==> src/rtl/uart_rom_loader.sv <==
// uart_rom_loader: 8N1 UART receiver feeding a framed ROM-upload parser that drives the dn_* download bus
module uart_rom_loader #(
  parameter int CLKS_PER_BIT = 217,
  parameter int ADDR_W       = 14,
  parameter int TIMEOUT_CLKS = 2000000
) (
  input  logic              clk_sys,
  input  logic              reset_n,
  input  logic              uart_rx,
  output logic [ADDR_W-1:0] dn_addr,
  output logic [7:0]        dn_data,
  output logic              dn_wr,
  output logic [7:0]        dn_index,
  output logic              dn_download,
  output logic              cpu_reset,
  output logic              load_done,
  output logic              load_err
);
  localparam int CW = $clog2(CLKS_PER_BIT);
  localparam int TW = $clog2(TIMEOUT_CLKS + 1);
  localparam logic [CW-1:0] HALF = CW'(CLKS_PER_BIT / 2 - 1);
  localparam logic [CW-1:0] FULL = CW'(CLKS_PER_BIT - 1);
  localparam logic [TW-1:0] TMAX = TW'(TIMEOUT_CLKS - 1);

  typedef enum logic [1:0] {R_IDLE, R_START, R_DATA, R_STOP} rx_t;
  typedef enum logic [2:0] {S_IDLE, S_IDX, S_LENH, S_LENL, S_DATA, S_CSUM} st_t;

  logic s1_q, s2_q, prev_q;
  rx_t rx_st_q, rx_st_d;
  logic [CW-1:0] cnt_q, cnt_d;
  logic [2:0] bit_q, bit_d;
  logic [7:0] sh_q, sh_d;
  logic rx_valid_q, rx_valid_d, rx_ferr_q, rx_ferr_d;
  st_t st_q, st_d;
  logic [ADDR_W-1:0] addr_q, addr_d;
  logic [7:0] data_q, data_d, idx_q, idx_d, sum_q, sum_d;
  logic [15:0] rem_q, rem_d;
  logic [TW-1:0] tmo_q, tmo_d;
  logic wr_q, wr_d, dl_q, dl_d, done_q, done_d, err_q, err_d;

  // Synchroniser (idle-high preset) plus one extra stage for falling-edge detection
  always_ff @(posedge clk_sys or negedge reset_n) begin
    if (!reset_n) begin
      s1_q   <= 1'b1;
      s2_q   <= 1'b1;
      prev_q <= 1'b1;
    end else begin
      s1_q   <= uart_rx;
      s2_q   <= s1_q;
      prev_q <= s2_q;
    end
  end

  // Receiver: start-bit midpoint recheck, then one sample per bit period, LSB first
  always_comb begin
    rx_st_d    = rx_st_q;
    cnt_d      = cnt_q + 1'b1;
    bit_d      = bit_q;
    sh_d       = sh_q;
    rx_valid_d = 1'b0;
    rx_ferr_d  = 1'b0;
    case (rx_st_q)
      R_IDLE: begin
        cnt_d = '0;
        if (prev_q && !s2_q) rx_st_d = R_START;
      end
      R_START: if (cnt_q == HALF) begin
        cnt_d   = '0;
        bit_d   = 3'd0;
        rx_st_d = s2_q ? R_IDLE : R_DATA;
      end
      R_DATA: if (cnt_q == FULL) begin
        cnt_d = '0;
        sh_d  = {s2_q, sh_q[7:1]};
        bit_d = bit_q + 1'b1;
        if (bit_q == 3'd7) rx_st_d = R_STOP;
      end
      R_STOP: if (cnt_q == FULL) begin
        rx_st_d    = R_IDLE;
        rx_valid_d = s2_q;
        rx_ferr_d  = !s2_q;
      end
      default: rx_st_d = R_IDLE;
    endcase
  end

  // Receiver state register
  always_ff @(posedge clk_sys or negedge reset_n) begin
    if (!reset_n) begin
      rx_st_q    <= R_IDLE;
      cnt_q      <= '0;
      bit_q      <= 3'd0;
      sh_q       <= 8'd0;
      rx_valid_q <= 1'b0;
      rx_ferr_q  <= 1'b0;
    end else begin
      rx_st_q    <= rx_st_d;
      cnt_q      <= cnt_d;
      bit_q      <= bit_d;
      sh_q       <= sh_d;
      rx_valid_q <= rx_valid_d;
      rx_ferr_q  <= rx_ferr_d;
    end
  end

  // Frame parser: abort on framing error or inter-byte timeout, otherwise advance per received byte
  always_comb begin
    st_d   = st_q;
    addr_d = wr_q ? addr_q + 1'b1 : addr_q;
    data_d = data_q;
    idx_d  = idx_q;
    wr_d   = 1'b0;
    dl_d   = dl_q;
    done_d = 1'b0;
    err_d  = err_q;
    rem_d  = rem_q;
    sum_d  = sum_q;
    tmo_d  = (st_q == S_IDLE || rx_valid_q) ? '0 : tmo_q + 1'b1;
    if (st_q != S_IDLE && (rx_ferr_q || tmo_q == TMAX)) begin
      err_d = 1'b1;
      dl_d  = 1'b0;
      st_d  = S_IDLE;
    end else if (rx_valid_q) begin
      case (st_q)
        S_IDLE: if (sh_q == 8'hA5) begin
          dl_d   = 1'b1;
          err_d  = 1'b0;
          addr_d = '0;
          sum_d  = 8'd0;
          st_d   = S_IDX;
        end
        S_IDX: begin
          idx_d = sh_q;
          st_d  = S_LENH;
        end
        S_LENH: begin
          rem_d[15:8] = sh_q;
          st_d        = S_LENL;
        end
        S_LENL: begin
          rem_d = {rem_q[15:8], sh_q};
          st_d  = ({rem_q[15:8], sh_q} == 16'd0) ? S_CSUM : S_DATA;
        end
        S_DATA: begin
          data_d = sh_q;
          wr_d   = 1'b1;
          sum_d  = sum_q + sh_q;
          rem_d  = rem_q - 1'b1;
          if (rem_q == 16'd1) st_d = S_CSUM;
        end
        S_CSUM: begin
          done_d = (sh_q == sum_q);
          err_d  = (sh_q != sum_q);
          dl_d   = 1'b0;
          st_d   = S_IDLE;
        end
        default: st_d = S_IDLE;
      endcase
    end
  end

  // Parser state and download bus registers
  always_ff @(posedge clk_sys or negedge reset_n) begin
    if (!reset_n) begin
      st_q   <= S_IDLE;
      addr_q <= '0;
      data_q <= 8'd0;
      idx_q  <= 8'd0;
      wr_q   <= 1'b0;
      dl_q   <= 1'b0;
      done_q <= 1'b0;
      err_q  <= 1'b0;
      rem_q  <= 16'd0;
      sum_q  <= 8'd0;
      tmo_q  <= '0;
    end else begin
      st_q   <= st_d;
      addr_q <= addr_d;
      data_q <= data_d;
      idx_q  <= idx_d;
      wr_q   <= wr_d;
      dl_q   <= dl_d;
      done_q <= done_d;
      err_q  <= err_d;
      rem_q  <= rem_d;
      sum_q  <= sum_d;
      tmo_q  <= tmo_d;
    end
  end

  assign dn_addr     = addr_q;
  assign dn_data     = data_q;
  assign dn_wr       = wr_q;
  assign dn_index    = idx_q;
  assign dn_download = dl_q;
  assign cpu_reset   = dl_q;
  assign load_done   = done_q;
  assign load_err    = err_q;
endmodule

==> config.mk <==
export PLATFORM = sky130hd
export DESIGN_NAME = uart_rom_loader
export DESIGN_NICKNAME = d
export VERILOG_FILES = /design/src/rtl/uart_rom_loader.sv
export SDC_FILE = /design/constraint.sdc
export NUM_CORES = 1
export LEC_CHECK = 0
export ABC_CLOCK_PERIOD_IN_PS = 2830
export BUFFER_PORTS_ARGS = -buffer_cell sky130_fd_sc_hd__buf_2
export CAP_MARGIN = 40
export CORE_MARGIN = 5
export CORE_UTILIZATION = 47
export DETAILED_ROUTE_END_ITERATION = 6
export PLACE_DENSITY_LB_ADDON = 0.12
export SLEW_MARGIN = 10
export SYNTH_ARGS = -nofsm -noshare
export SYNTH_HDL_FRONTEND = slang
export SYNTH_SLANG_ARGS = --single-unit
==> constraint.sdc <==
create_clock -name clk_sys -period 2.83 [get_ports clk_sys]
set_input_delay 0.283 -clock clk_sys [delete_from_list [all_inputs] [get_ports clk_sys]]
set_output_delay 0.283 -clock clk_sys [all_outputs]
set_load 0.01 [all_outputs]
### Word level (Yosys, flattened, before mapping)

Index checks and enable logic that the tools add are counted.

* bitwise logic cells: 1
* $add $sub $neg: 6
* mux-type cells: 47
* eq/ne operators: 24
* reduce and logical (&&, ||, !) cells: 25

Operators by type and width (count)
* $mux W14: 5
* $pmux W8 S2: 3
* $mux W8: 3
* $pmux W8 S3: 1
* $add A21 B1 Y21 const B: 1
* $eq A21 B21 Y1 const B: 1
* $mux W21: 1
* $reduce_and A3 Y1: 7
* $mux W3: 6
* $mux W1: 17
* $eq A16 B1 Y1 const B: 1
* $eq A8 B8 Y1 const B: 2
* $logic_not A16 Y1: 1
* $sub A16 B1 Y16 const B: 1
* $pmux W3 S5: 1
* $add A14 B1 Y14 const B: 1
* $mux W2: 6
* $ne A2 B2 Y1 const B: 5
* $reduce_bool A2 Y1: 5
* $eq A3 B3 Y1 const B: 3
* $add A8 B1 Y8 const B: 1
* $add A8 B8 Y8: 1
* $eq A8 B7 Y1 const B: 1
* $eq A8 B8 Y1: 1
* 22 further kinds: 28

* input bits: 3
* word-level logic and storage cells: 124
* output and inout port bits: 35
* flip-flop bits (word level): 108

### Logic depth before layout (Yosys ltp)

* depth in word-level cells: 6
* depth in mapped cells: 7
* mapped depth without buffers: 7

### Worst setup path before layout

Ideal clock, no wire load.

* path type: register to register
* from: register tmo_q[8]
* to: register data_q[6] (netlist: dn_data[6])
* data arrival time: 2.063 ns
* period minus slack after synthesis: 2.191 ns
* buffers on the path: 1
* data required time: 2.702 ns
* stages on the path, launching flop included: 7
* setup time: 0.128 ns
* slack: 0.639 ns
* cells stage by stage: dfrtp_1 > or4_4 > nor4_4 > a211oi_4 > nand2_2 > buf_4 > mux2_1

* cells in the longest elaborated chain, start to end: 5

Ends and longest elaborated chain
* from (decl): line 38 `logic [TW-1:0] tmo_q, tmo_d;`
* from (signal assigned): line 187 `tmo_q <= tmo_d;`
* $eq A21 B21 Y1: line 119 `if (st_q != S_IDLE && (rx_ferr_q || tmo_q == TMAX)) begin`
* $logic_or A1 B1 Y1: line 119
* $logic_and A1 B1 Y1: line 119
* $not A1 Y1 (no line)
* $reduce_and A3 Y1 (no line)
* to (signal assigned): line 179 `data_q <= data_d;`
* to (decl): line 36 `logic [7:0] data_q, data_d, idx_q, idx_d, sum_q, sum_d;`

Every way passes these cells.
A chain may end at the register's enable or synchronous reset.

### Final worst setup path

* from: register tmo_q[8]
* to: register data_q[3] (netlist: dn_data[3])

The elaborated chain is that of the path after synthesis.

==> flow_metrics.py <==
metrics = {
    "floorplanning": {
        "die_area_um2": 14200,
        "coreArea_um2": 11900,
        "dieHeight_um": 119,
        "pin_count": 38,
        "die_w_um": 119,
        "start_util_pct": 47.4,
        "row_count": 40,
    },
    "setup_path": {
        "required_ps": 3070,
        "timing.rr.end": "dn_data[3]$_DFFE_PN0P_",
        "cp-start-kind": "flip-flop",
        "path_max_fanout": 16,
        "worstSetupPathType": "flip-flop to flip-flop",
        "r2r_setup_slack_ps": 430,
        "reg2reg_from": "tmo_q[8]$_DFF_PN0_",
        "reg2reg_depth": 5,
        "cp-end-kind": "flip-flop",
        "crit_arrival_ps": 2640,
    },
    "final_layout": {
        "syn_to_final_growth_pct": 12.4,
        "nets": 619,
        "drive_above_1_share_pct": 17.0,
        "multi_input_comb_area_um2": 2750,
        "n_antenna_cell": 0,
        "fillers": 1076,
        "layout_commonest_cell": "dfrtp_1",
        "seq_area_um2": 2710,
        "layout_common_cells": "105 x dfrtp_1, 59 x nor2_1, 42 x nand2_1",
    },
    "power": {
        "total_power_uw": 3020,
        "ir_drop_mv": 0.504,
        "leakage_uw": 0.00294,
        "pwr_density_cell_nw_per_um2": 479,
    },
    "cts": {
        "clock-sinks": 108,
        "clk_pin_slew_ps": 70,
        "cts_made_buffers": 9,
        "cts-resized-gates": 0,
        "htreeDepth": 3,
        "clk_latency_ps": 350,
        "root_buffer": "clkbuf_16",
        "cts_tree": "done",
        "clockBufferDepth": 2,
    },
    "sta": {
        "worst_pin_slew_ps": 674,
        "rsz0062_at_grt": "false",
        "setup_tns_ps": 0,
        "fmax_ghz": 0.417,
        "clock_skew_ps": 6.73,
        "slew_headroom_pct": 54.9,
        "post-route-period-util_pct": 84.8,
        "slew_violations": 0,
        "hold_violations": 0,
        "setup_viol": 0,
        "period_needed_ps": 2400,
    },
    "place": {
        "detailed_place_hpwl_mm": 8.46,
        "gp_congestion": 0.813,
        "port_buffers": 37,
    },
    "route": {
        "drtPass1Iterations": 4,
        "drt_iter0_markers": 298,
        "vias": 4237,
        "route.detailed.drc": 0,
        "ant_nets": 0,
        "wl_per_cell_um": 16.1,
        "wirelength_mm": 12.1,
        "vias_per_cell": 5.63,
    },
    "global_routing": {
        "grt_max_degree": 52,
        "grt_first_pass_wirelength_mm": 20.9,
        "antenna_found_initial": 0,
        "grt-ovfl-total": 0,
        "grt_usage_pct": 18.2,
        "grt_pass1_vias": 4176,
    },
    "synthesis": {
        "synth_area_um2": 5620,
        "postSynth.asyncResetShare_pct": 100,
        "ys_ff_latch": 108,
        "ys_warn_count": 0,
        "ys.flop_type": "dfrtp_1",
        "synth_area_per_cell_um2": 10.0,
        "syn_inst": 559,
        "synth_nets": 578,
        "synth_edf_count": 0,
        "synth.distinct_cells": 68,
        "ys_seq_area_share_pct": 48.2,
    },
    "min_path": {
        "hold_path_startpoint": "uart_rx",
        "holdPathEnd": "s1_q$_DFF_PN1_",
        "hp-class": "input port to flip-flop",
        "whs_path_depth": 1,
    },
    "run": {
        "drv_cap": 0,
    },
    "outcome": {
        "status": "finished, final reports clean",
    },
}
[routing by layer]
| layer | vias to the layer above | global-route usage [%] | wire length (µm) |
|---|---|---|---|
| met5 | - | 0 | 0 |
| met4 | 0 | 4.58 | 149 |
| met3 | 13 | 4.65 | 349 |
| met2 | 60 | 29.0 | 5620 |
| met1 | 2090 | 24.9 | 5980 |
| li1 | 2074 | - | - |
[power by group]
| group | switching, µW | total, µW | internal (µW) |
|---|---|---|---|
| registers | 42.5 | 1620 | 1580 |
| clock network | 573 | 1260 | 690 |
| logic | 83.8 | 136 | 52.6 |
| total | 699 | 3020 | 2330 |
[worst max-delay path, stage by stage (launching register included)]
cell	delay (ps)
dfrtp_1	420
or4_4	560
nor4_4	380
a211oi_4	170
nand2_2	370
mux2_2	390
[repair_timing]
item,4_1_cts,5_1_grt
setup endpoints to repair,0,10
setup buffers,0,2
hold buffers,1,0
endpoints found under the hold margin,27,0
[per-stage QoR]
stage	setup slack, ps	std cells	util, %	hold slack, ps	instance area [µm²]
after floorplan	639	559	-	-12.6	5620
after global placement	274	733	50.5	232	6000
after detailed placement	165	733	50.5	235	6000
after CTS	151	750	53.1	9.61	6300
after global routing	330	752	53.2	8.10	6320
final	431	752	53.2	26.0	6320
[worst max-delay path by stage]
stage	slack [ps]	startpoint	cells after the start	endpoint
floorplan	640	tmo_q[8]$_DFF_PN0_	6	dn_data[6]$_DFFE_PN0P_
global placement	270	st_q[0]$_DFFE_PN0P_	5	dn_data[7]$_DFFE_PN0P_
detailed placement	160	st_q[0]$_DFFE_PN0P_	5	dn_data[7]$_DFFE_PN0P_
CTS	150	st_q[0]$_DFFE_PN0P_	5	dn_data[7]$_DFFE_PN0P_
global route	330	tmo_q[8]$_DFF_PN0_	5	dn_data[0]$_DFFE_PN0P_
finish	430	tmo_q[8]$_DFF_PN0_	5	dn_data[3]$_DFFE_PN0P_
[state kept, by name (all words and copies together), names as in the netlist, 8 cells and up, named ones only]
| register | cells |
|---|---|
| dn_index | 8 |
| dn_data | 8 |
| cnt_q | 8 |
| tmo_q | 21 |
| sh_q | 8 |
| sum_q | 8 |
| rem_q | 16 |
| dn_addr | 14 |
[synthesized netlist by cell type, drive strengths merged, types with 2 or more instances]
master | instances | area, µm²
nand4bb | 2 | 22.5
ha | 15 | 188
nand2b | 2 | 12.5
o32ai | 2 | 17.5
buf | 5 | 36.3
dfrtp | 105 | 2630
dfstp | 3 | 78.8
nor2 | 59 | 221
or2 | 3 | 18.8
clkbuf | 18 | 67.6
nor2b | 8 | 50.1
nand4 | 8 | 50.1
nand3b | 4 | 30.0
o22ai | 3 | 18.8
nor3b | 4 | 40.0
a21o | 3 | 22.5
or3 | 9 | 56.3
a31o | 2 | 17.5
and4 | 4 | 35.0
o21ai | 28 | 140
nand2 | 43 | 164
mux2i | 9 | 90.1
o31ai | 3 | 22.5
a22o | 2 | 17.5
nor3 | 13 | 65.1
o211ai | 3 | 22.5
a21oi | 32 | 164
inv | 16 | 60.1
or4 | 4 | 33.8
a211oi | 2 | 27.5
and2 | 4 | 25.0
a31oi | 7 | 43.8
o2bb2ai | 3 | 26.3
nor4 | 11 | 83.8
mux2 | 24 | 300
nand3 | 29 | 145
and3 | 9 | 56.3
xor2 | 16 | 140
xnor2 | 25 | 219
[cell families after synthesis]
group                      after synthesis  share of synthesized area [%]
AOI/OAI and AO/OA                      102                           11.5
adders and majority gates               16                           3.70
xor gates and xnor gates                41                           6.39
buffers and inverters                   39                           2.92
muxes                                   33                           6.95
and+or+nand+nor                        220                           20.4
DFF                                    108                           48.2
[final cells by class]
class,instances,share of cell area (%)
clock buffers,11,3.68
clock inverters,5,0.990
inverters,16,0.951
multi-input cells,412,43.5
flip-flops and latches,108,42.8
well taps,147,2.91
repair buffers,53,5.11
Note: power is estimated with default switching activity, not from simulation.
